[src/rtl/movement_pulse_gen_if.sv]
// Button-to-movement-controller signal bundle: raw button levels in,
// single-cycle movement commands and debounced levels out.
interface movement_pulse_gen_if;
  logic       btn_fwd;
  logic       btn_bwd;
  logic       btn_left;
  logic       btn_right;
  logic       fwd_pulse;
  logic       bwd_pulse;
  logic       leftRot_pulse;
  logic       rightRot_pulse;
  logic [3:0] btn_state;

  modport master (
    output btn_fwd, btn_bwd, btn_left, btn_right,
    input  fwd_pulse, bwd_pulse, leftRot_pulse, rightRot_pulse, btn_state
  );

  modport slave (
    input  btn_fwd, btn_bwd, btn_left, btn_right,
    output fwd_pulse, bwd_pulse, leftRot_pulse, rightRot_pulse, btn_state
  );
endinterface

[src/rtl/movement_pulse_gen.sv]
// Debounces four movement buttons, generates press/auto-repeat requests and
// serialises them into gapped single-cycle pulses with fixed priority.
module movement_pulse_gen #(
  parameter logic [15:0] DEBOUNCE_CYCLES = 16'd50000,
  parameter logic [23:0] REPEAT_DELAY    = 24'd10000000,
  parameter logic [23:0] REPEAT_PERIOD   = 24'd2500000
) (
  input  logic                 clk_in,
  input  logic                 rst_in,
  movement_pulse_gen_if.slave  bus
);

  localparam int unsigned NBTN  = 4;
  localparam int unsigned CNT_W = 16;
  localparam int unsigned TMR_W = 24;

  localparam logic [CNT_W-1:0] DB_LAST     = DEBOUNCE_CYCLES - CNT_W'(1);
  localparam logic [TMR_W-1:0] DELAY_LAST  = REPEAT_DELAY - TMR_W'(1);
  localparam logic [TMR_W-1:0] PERIOD_LAST = REPEAT_PERIOD - TMR_W'(1);

  typedef enum logic [1:0] {
    IDLE   = 2'd0,
    WAIT   = 2'd1,
    REPEAT = 2'd2
  } state_t;

  logic [NBTN-1:0] raw_c;
  logic [NBTN-1:0] deb_c;
  logic [NBTN-1:0] req_set_c;
  logic [NBTN-1:0] grant_c;
  logic [NBTN-1:0] pend_q, pend_d;
  logic [NBTN-1:0] pulse_q, pulse_d;
  logic            gap_q, gap_d;

  assign raw_c = {bus.btn_right, bus.btn_left, bus.btn_bwd, bus.btn_fwd};

  for (genvar b = 0; b < NBTN; b++) begin : g_btn
    logic             sync1_q, sync2_q;
    logic             deb_q, deb_d;
    logic [CNT_W-1:0] cnt_q, cnt_d;
    logic [TMR_W-1:0] tmr_q, tmr_d;
    state_t           state_q, state_d;
    logic             req_c;

    always_ff @(posedge clk_in or posedge rst_in) begin
      if (rst_in) begin
        sync1_q <= 1'b0;
        sync2_q <= 1'b0;
        deb_q   <= 1'b0;
        cnt_q   <= '0;
        tmr_q   <= '0;
        state_q <= IDLE;
      end else begin
        sync1_q <= raw_c[b];
        sync2_q <= sync1_q;
        deb_q   <= deb_d;
        cnt_q   <= cnt_d;
        tmr_q   <= tmr_d;
        state_q <= state_d;
      end
    end

    // Toggle the debounced level once the mismatch has persisted long enough.
    always_comb begin
      deb_d = deb_q;
      cnt_d = '0;
      if (sync2_q != deb_q) begin
        if (cnt_q >= DB_LAST) begin
          deb_d = ~deb_q;
        end else begin
          cnt_d = cnt_q + CNT_W'(1);
        end
      end
    end

    // Hold FSM: one request on press, then delayed auto-repeat while held.
    always_comb begin
      state_d = state_q;
      tmr_d   = tmr_q;
      req_c   = 1'b0;
      if (!deb_q) begin
        state_d = IDLE;
        tmr_d   = '0;
      end else begin
        case (state_q)
          IDLE: begin
            state_d = WAIT;
            req_c   = 1'b1;
            tmr_d   = '0;
          end
          WAIT: begin
            if (tmr_q >= DELAY_LAST) begin
              state_d = REPEAT;
              req_c   = 1'b1;
              tmr_d   = '0;
            end else begin
              tmr_d = tmr_q + TMR_W'(1);
            end
          end
          REPEAT: begin
            if (tmr_q >= PERIOD_LAST) begin
              req_c = 1'b1;
              tmr_d = '0;
            end else begin
              tmr_d = tmr_q + TMR_W'(1);
            end
          end
          default: begin
            state_d = IDLE;
            tmr_d   = '0;
          end
        endcase
      end
    end

    assign deb_c[b]     = deb_q;
    assign req_set_c[b] = req_c;
  end

  // Fixed-priority arbiter; a pulse blocks the following cycle.
  always_comb begin
    grant_c = '0;
    if (!gap_q) begin
      if (pend_q[0])      grant_c = 4'b0001;
      else if (pend_q[1]) grant_c = 4'b0010;
      else if (pend_q[2]) grant_c = 4'b0100;
      else if (pend_q[3]) grant_c = 4'b1000;
    end
    pend_d  = (pend_q & ~grant_c) | req_set_c;
    pulse_d = grant_c;
    gap_d   = |grant_c;
  end

  always_ff @(posedge clk_in or posedge rst_in) begin
    if (rst_in) begin
      pend_q  <= '0;
      pulse_q <= '0;
      gap_q   <= 1'b0;
    end else begin
      pend_q  <= pend_d;
      pulse_q <= pulse_d;
      gap_q   <= gap_d;
    end
  end

  assign bus.fwd_pulse      = pulse_q[0];
  assign bus.bwd_pulse      = pulse_q[1];
  assign bus.leftRot_pulse  = pulse_q[2];
  assign bus.rightRot_pulse = pulse_q[3];
  assign bus.btn_state      = deb_c;

endmodule

[src/flat_wrapper.sv]
// flat-port wrapper written by rule: the top's interface ports become plain ports
module movement_pulse_gen_flat 
#(
  parameter logic [15:0] DEBOUNCE_CYCLES = 16'd50000,
  parameter logic [23:0] REPEAT_DELAY    = 24'd10000000,
  parameter logic [23:0] REPEAT_PERIOD   = 24'd2500000
)
  (clk_in, rst_in, bus_btn_fwd, bus_btn_bwd, bus_btn_left, bus_btn_right, bus_fwd_pulse, bus_bwd_pulse, bus_leftRot_pulse, bus_rightRot_pulse, bus_btn_state);
  movement_pulse_gen_if bus_i ();
  input  logic clk_in;
  input  logic rst_in;
  input wire logic [$bits(bus_i.btn_fwd)-1:0] bus_btn_fwd;
  input wire logic [$bits(bus_i.btn_bwd)-1:0] bus_btn_bwd;
  input wire logic [$bits(bus_i.btn_left)-1:0] bus_btn_left;
  input wire logic [$bits(bus_i.btn_right)-1:0] bus_btn_right;
  output wire logic [$bits(bus_i.fwd_pulse)-1:0] bus_fwd_pulse;
  output wire logic [$bits(bus_i.bwd_pulse)-1:0] bus_bwd_pulse;
  output wire logic [$bits(bus_i.leftRot_pulse)-1:0] bus_leftRot_pulse;
  output wire logic [$bits(bus_i.rightRot_pulse)-1:0] bus_rightRot_pulse;
  output wire logic [$bits(bus_i.btn_state)-1:0] bus_btn_state;
  assign bus_i.btn_fwd = bus_btn_fwd;
  assign bus_i.btn_bwd = bus_btn_bwd;
  assign bus_i.btn_left = bus_btn_left;
  assign bus_i.btn_right = bus_btn_right;
  assign bus_fwd_pulse = bus_i.fwd_pulse;
  assign bus_bwd_pulse = bus_i.bwd_pulse;
  assign bus_leftRot_pulse = bus_i.leftRot_pulse;
  assign bus_rightRot_pulse = bus_i.rightRot_pulse;
  assign bus_btn_state = bus_i.btn_state;
  movement_pulse_gen #(.DEBOUNCE_CYCLES(DEBOUNCE_CYCLES), .REPEAT_DELAY(REPEAT_DELAY), .REPEAT_PERIOD(REPEAT_PERIOD)) u_core (.clk_in(clk_in), .rst_in(rst_in), .bus(bus_i));
endmodule
[config.mk]
export PLATFORM = sky130hd
export DESIGN_NAME = movement_pulse_gen_flat
export DESIGN_NICKNAME = d
export VERILOG_FILES = /design/src/rtl/movement_pulse_gen_if.sv /design/src/rtl/movement_pulse_gen.sv /design/src/flat_wrapper.sv
export SDC_FILE = /design/constraint.sdc
export NUM_CORES = 1
export LEC_CHECK = 0
export CORE_ASPECT_RATIO = 1.1
export CORE_MARGIN = 2
export CORE_UTILIZATION = 60
export DETAILED_ROUTE_END_ITERATION = 6
export PLACE_DENSITY = 0.83
export SETUP_SLACK_MARGIN = 0.4
export SLEW_MARGIN = 20
export SYNTH_ARGS = -nofsm -noshare
export SYNTH_HDL_FRONTEND = slang
export SYNTH_SLANG_ARGS = --single-unit
export TNS_END_PERCENT = 50
[constraint.sdc]
create_clock -name clk_in -period 11.9 [get_ports clk_in]
set_clock_uncertainty 0.1 [all_clocks]
set_input_delay 2.38 -clock clk_in [delete_from_list [all_inputs] [get_ports clk_in]]
set_output_delay 2.38 -clock clk_in [all_outputs]
set_load 0.1 [all_outputs]
# --- Word level (Yosys, flattened, before mapping) ---
# Cells that the tools add are included.
word_totals:
  regBits: 189
  latchBits: 0
  mem_bits_rw: 0
  romBits: 0
  inputBits: 6
  output_inout_bits: 8
  elab_cells: 144
  n_memories: 0
op_classes:
  n_addsub: 8
  multipliers: 0
  n_div: 0
  order_cmp: 12
  eq_ne: 20
  shift: 0
  n_mux: 57
  n_bitwise: 7
  n_reduce_logical: 13
op_table:
  columns: ["op", "count"]
  rows:
  - ["two-way mux 24 bit", 12]
  - ["case mux 24 bit (2 select lines)", 4]
  - ["two-way mux 16 bit", 8]
  - ["adder 24 x 1 -> 24 bit, second input constant", 4]
  - [">= comparator 24 x 22 -> 1 bit, second input constant", 4]
  - [">= comparator 24 bit, second input constant", 4]
  - ["adder 16 x 1 -> 16 bit, second input constant", 4]
  - [">= comparator 16 bit, second input constant", 4]
  - ["case mux 2 bit (3 select lines)", 4]
  - ["two-way mux 4 bit", 5]
  - ["two-way mux 2 bit", 8]
  - ["AND reduction 2 bit", 8]
  - ["two-way mux 1 bit", 12]
  - ["inequality test 3 bit, second input constant", 4]
  - ["case mux 1 bit (3 select lines)", 4]
  - ["== test 2 x 1 -> 1 bit, second input constant", 4]
  - ["== test 2 bit, second input constant", 4]
  - ["logical NOT 2 bit", 4]
  - ["inequality test 2 bit, second input constant", 4]
  - ["AND 4 bit", 1]
  - ["inequality test 1 bit", 4]
  - ["inverter 1 bit", 4]
  - ["inverter 4 bit", 1]
  - ["OR 4 bit", 1]
  - ["OR reduction 4 bit", 1]

# --- Longest topological paths before layout ---
logic_depth:
  ltp_word: 8
  mapped_depth: 7
  ltp_nobuf: 6

# --- Least setup slack after synthesis ---
# Ideal clock, no wire load.
synth_timing:
  path_kind: "register to output"
  from: "reg u_core.pulse_q[1]"
  to: "out bus_bwd_pulse"
  arrival_ps: 883
  t_required_ps: 9420
  slack_ps: 8537
  path_stages_with_launch: 1
  n_path_buf: 0
  path_cell_list: "dfrtp_1"
synth_lines:
  columns: ["item", "line_no", "text"]
  rows:
  - ["from (decl)", "movement_pulse_gen.sv:32", "logic [NBTN-1:0] pulse_q, pulse_d;"]
  - ["from (signal assigned)", "movement_pulse_gen.sv:141", "pulse_q <= pulse_d;"]
  - ["to (decl)", "flat_wrapper.sv:17", "output wire logic [$bits(bus_i.bwd_pulse)-1:0] bus_bwd_pulse;"]
# No word-level cell between the ends.

# --- Final worst setup path ---
layout_timing:
  from: "reg u_core.g_btn[3].deb_q"
  to: "out bus_btn_state[3]"
layout_lines:
  columns: ["item", "line_no", "text"]
  rows:
  - ["from (decl)", "movement_pulse_gen.sv:39", "logic deb_q, deb_d;"]
  - ["from (signal assigned)", "movement_pulse_gen.sv:49", "deb_q <= 1'b0;"]
  - ["from (signal assigned)", "movement_pulse_gen.sv:56", "deb_q <= deb_d;"]
  - ["to (decl)", "flat_wrapper.sv:20", "output wire logic [$bits(bus_i.btn_state)-1:0] bus_btn_state;"]
# No word-level cell between the ends.

==> impl_metrics.ini <==
[critical_path]
path_delay_family = buffers and inverters
critPathSlowestCell = clkdlybuf4s50_1
r2r_slack_ns = 9.03
cpPeakStageDelay_ns = 1.20
cp_max_fo = 11
worstSetupEndpointType = output port
worst-setup-path-type = register to output port
crit_path_start_kind = register
cp_data_required_time_ns = 9.42
crit_chain = clkdlybuf4s50_1
cp_data_arrival_time_ns = 2.17
r2r-start = u_core.g_btn[3].tmr_q[0]$_DFF_PP0_
path_buf_inv = 1
reg2reg_depth = 6
reg2reg_to = u_core.g_btn[3].tmr_q[0]$_DFF_PP0_

[clock_tree]
postCtsResizedCells = 0
cts_buffer_depth = 2
htreeDepth = 4
cts_inserted_buffers = 17
clk_latency_ns = 0.44
clk_pin_slew_worst_paths_ns = 0.07
postCtsSetupBuffers = 0
cts_root_buf = clkbuf_16
cts_hold_buf = 0
cts_sinks = 189
tritoncts = done

[final_layout]
drive_above_1_share_pct = 6.60
syn_to_final_growth_pct = 8.93
layout_commonest_cell = dfrtp_1
nNetsFinal = 1051
antenna_cells = 0
mostFrequentLayoutCells = dfrtp_1, nor2_1, xor2_1
fill_cells = 1242

[floorplan]
rows = 49
ios = 14
core_um2 = 16400
die_area_um2 = 17900
die_h_um = 140
die_w_um = 128
initial_core_util_pct = 61.6

[route]
wirelength_mm = 19.5
drc = 0
wire_per_inst_um = 15.8
vias_per_cell = 6.08
firstDrtPassIters = 5
drt_iter0_markers = 610
antenna_left = 0
vias = 7504

[timing]
fmax_mhz = 215
rsz0062_at_grt = false
worstMarginPinSlew_ns = 1.10
period_minus_slack_ns = 4.65
hold_viol_final = 0
fin_tns_setup_ns = 0
period_share_pct = 39.1
fin_hold_ws_ns = 0.251
max_slew_margin_pct = 26.3
setup-violations-final = 0
drv_slew = 0

[global_route]
grt_overflow = 0
grt_pass1_wl_mm = 34.4
grt_max_degree = 126
antenna_found_initial = 0
grt_util_all_layers_pct = 23.2
grt_pass1_vias = 7486

[placed_design]
place_hpwl_mm = 12.5
port_buffers = 13
routabilityCongestion = 0.891

[min_path]
hp-class = register to register
hold_path_end = u_core.g_btn[0].sync2_q$_DFF_PP0_
worstHoldStart = u_core.g_btn[0].sync1_q$_DFF_PP0_
holdPathStages = 0

[power]
netSwitchingPower_mw = 0.291
combPwrFrac_pct = 1.9
p_leak_nw = 4.38
p_sw_share_pct = 22.3
internal_power_mw = 1.01
vdd_ir_drop_max_mv = 0.109
seqPwrFrac_pct = 49.9
total_power_mw = 1.30
power_density_nw_per_um2 = 119
pwr-share-clk_pct = 48.2

[synth]
synth.cell_area_um2 = 10100
ys_seq_area_share_pct = 46.9
ys.flop_type = dfrtp_1
synth_edf_count = 0
synth_top_area_cell = dfrtp_1
synth_area_leaders = dfrtp_1, xor2_1, xnor2_1
synth_seq_cells = 189
synthDistinctLibCells = 66
synth_top_area_share_pct = 46.9
synth_nets = 1056
yosysWarnings = 0
syn_inst = 1022
syn_avg_cell_area_um2 = 9.86
synthArstFlopShare_pct = 100

[run]
cap_viol_max_count = 0

[run_status]
outcome = complete, no violations
worst register-to-register path, delay by kind of cell, from the launching register on:
kind	cells	cell delay [ns]
AO/OA/AOI/OAI	3	1.05
AND/OR/NAND/NOR	2	0.93
flip-flops	1	0.42
adder cells (fa/ha/maj)	1	0.26
power groups by stage:
stage          combinational [mW]  sequential, mW  clock (mW)
6_report                   0.0253           0.651       0.629
5_1_grt                    0.0302           0.651       0.664
4_1_cts                    0.0267           0.651       0.638
3_5_place_dp               0.0265           0.663           0
3_3_place_gp               0.0258           0.663           0
2_1_floorplan              0.0189           0.662           0
per-stage QoR:
stage / util [%] / setup slack [ns] / instance area [um2] / std cells
floorplan: - / 4.28 / 10100 / 1022
detailed placement: 63.1 / 7.40 / 10300 / 1202
CTS: 67.0 / 7.24 / 11000 / 1234
global route: 67.1 / 7.17 / 11000 / 1234
finish: 67.1 / 7.25 / 11000 / 1234
global placement: 63.0 / 7.41 / 10300 / 1202
worst max-delay path by stage:
| stage | depth (start not counted) | slack (ns) | startpoint | to |
|---|---|---|---|---|
| final | 1 | 7.25 | u_core.g_btn[3].deb_q$_DFFE_PP0P_ | bus_btn_state[3] |
| after detailed placement | 3 | 7.40 | rst_in | u_core.g_btn[2].cnt_q[15]$_DFF_PP0_ |
| after floorplan | 1 | 4.28 | rst_in | u_core.g_btn[0].cnt_q[0]$_DFF_PP0_ |
| after global routing | 1 | 7.17 | u_core.g_btn[3].deb_q$_DFFE_PP0P_ | bus_btn_state[3] |
| after global placement | 3 | 7.41 | rst_in | u_core.g_btn[2].cnt_q[15]$_DFF_PP0_ |
| after CTS | 1 | 7.24 | u_core.g_btn[3].deb_q$_DFFE_PP0P_ | bus_btn_state[3] |
cell usage after synthesis (all sizes together), types with 4 or more instances:
cell    number
clkbuf      32
nand3       65
nand4       39
inv         36
or2          4
mux2i        7
xor2        72
dfrtp      189
and2         7
o21ai       10
xnor2       70
buf          9
a21oi       14
or3          7
a31o         6
nor3b        6
a211oi      50
nor2b        7
nor3        70
a211o        4
a31oi        5
a311o        6
and4        11
nor4        17
a21o         5
mux2         4
nor2       110
or4          6
ha          28
nand2       67
and3        20
sequential cells by signal, indices dropped and copies added, names as in the netlist:
register              count
u_core.g_btn.state_q      8
u_core.g_btn.deb_q        4
u_core.gap_q              1
u_core.pulse_q            4
u_core.g_btn.cnt_q       64
u_core.g_btn.sync1_q      4
u_core.g_btn.sync2_q      4
u_core.pend_q             4
u_core.g_btn.tmr_q       96
metal layers:
| layer | track usage (%) | wire length, um |
|---|---|---|
| met1 | 31.2 | 8940 |
| met2 | 38.3 | 9710 |
| met3 | 3.78 | 562 |
| met4 | 8.62 | 331 |
| met5 | 0 | 0 |
kinds of logic (layout without fill, tap and decap cells):
family                   count (synthesis)  after routing  synth area share, %
AO/OA/AOI/OAI                          128            128                 10.5
AND/OR/NAND/NOR                        447            447                 22.5
adder cells (fa/ha/maj)                 28             28                 3.48
multiplexers                            11             11                 1.14
flip-flops                             189            189                 46.9
buffers and inverters                   77             85                 3.17
XOR/XNOR                               142            142                 12.3
layout make-up:
type,instances,area (um2),share of cell area [%]
Sequential cell,189,4730,43.1
Multi-Input combinational cell,756,5040,45.9
Tap cell,204,255,2.33
Clock buffer,17,425,3.88
Inverter,36,143,1.30
Clock inverter,15,226,2.06
Timing Repair Buffer,17,160,1.46
(Power assumes the default switching activity.)
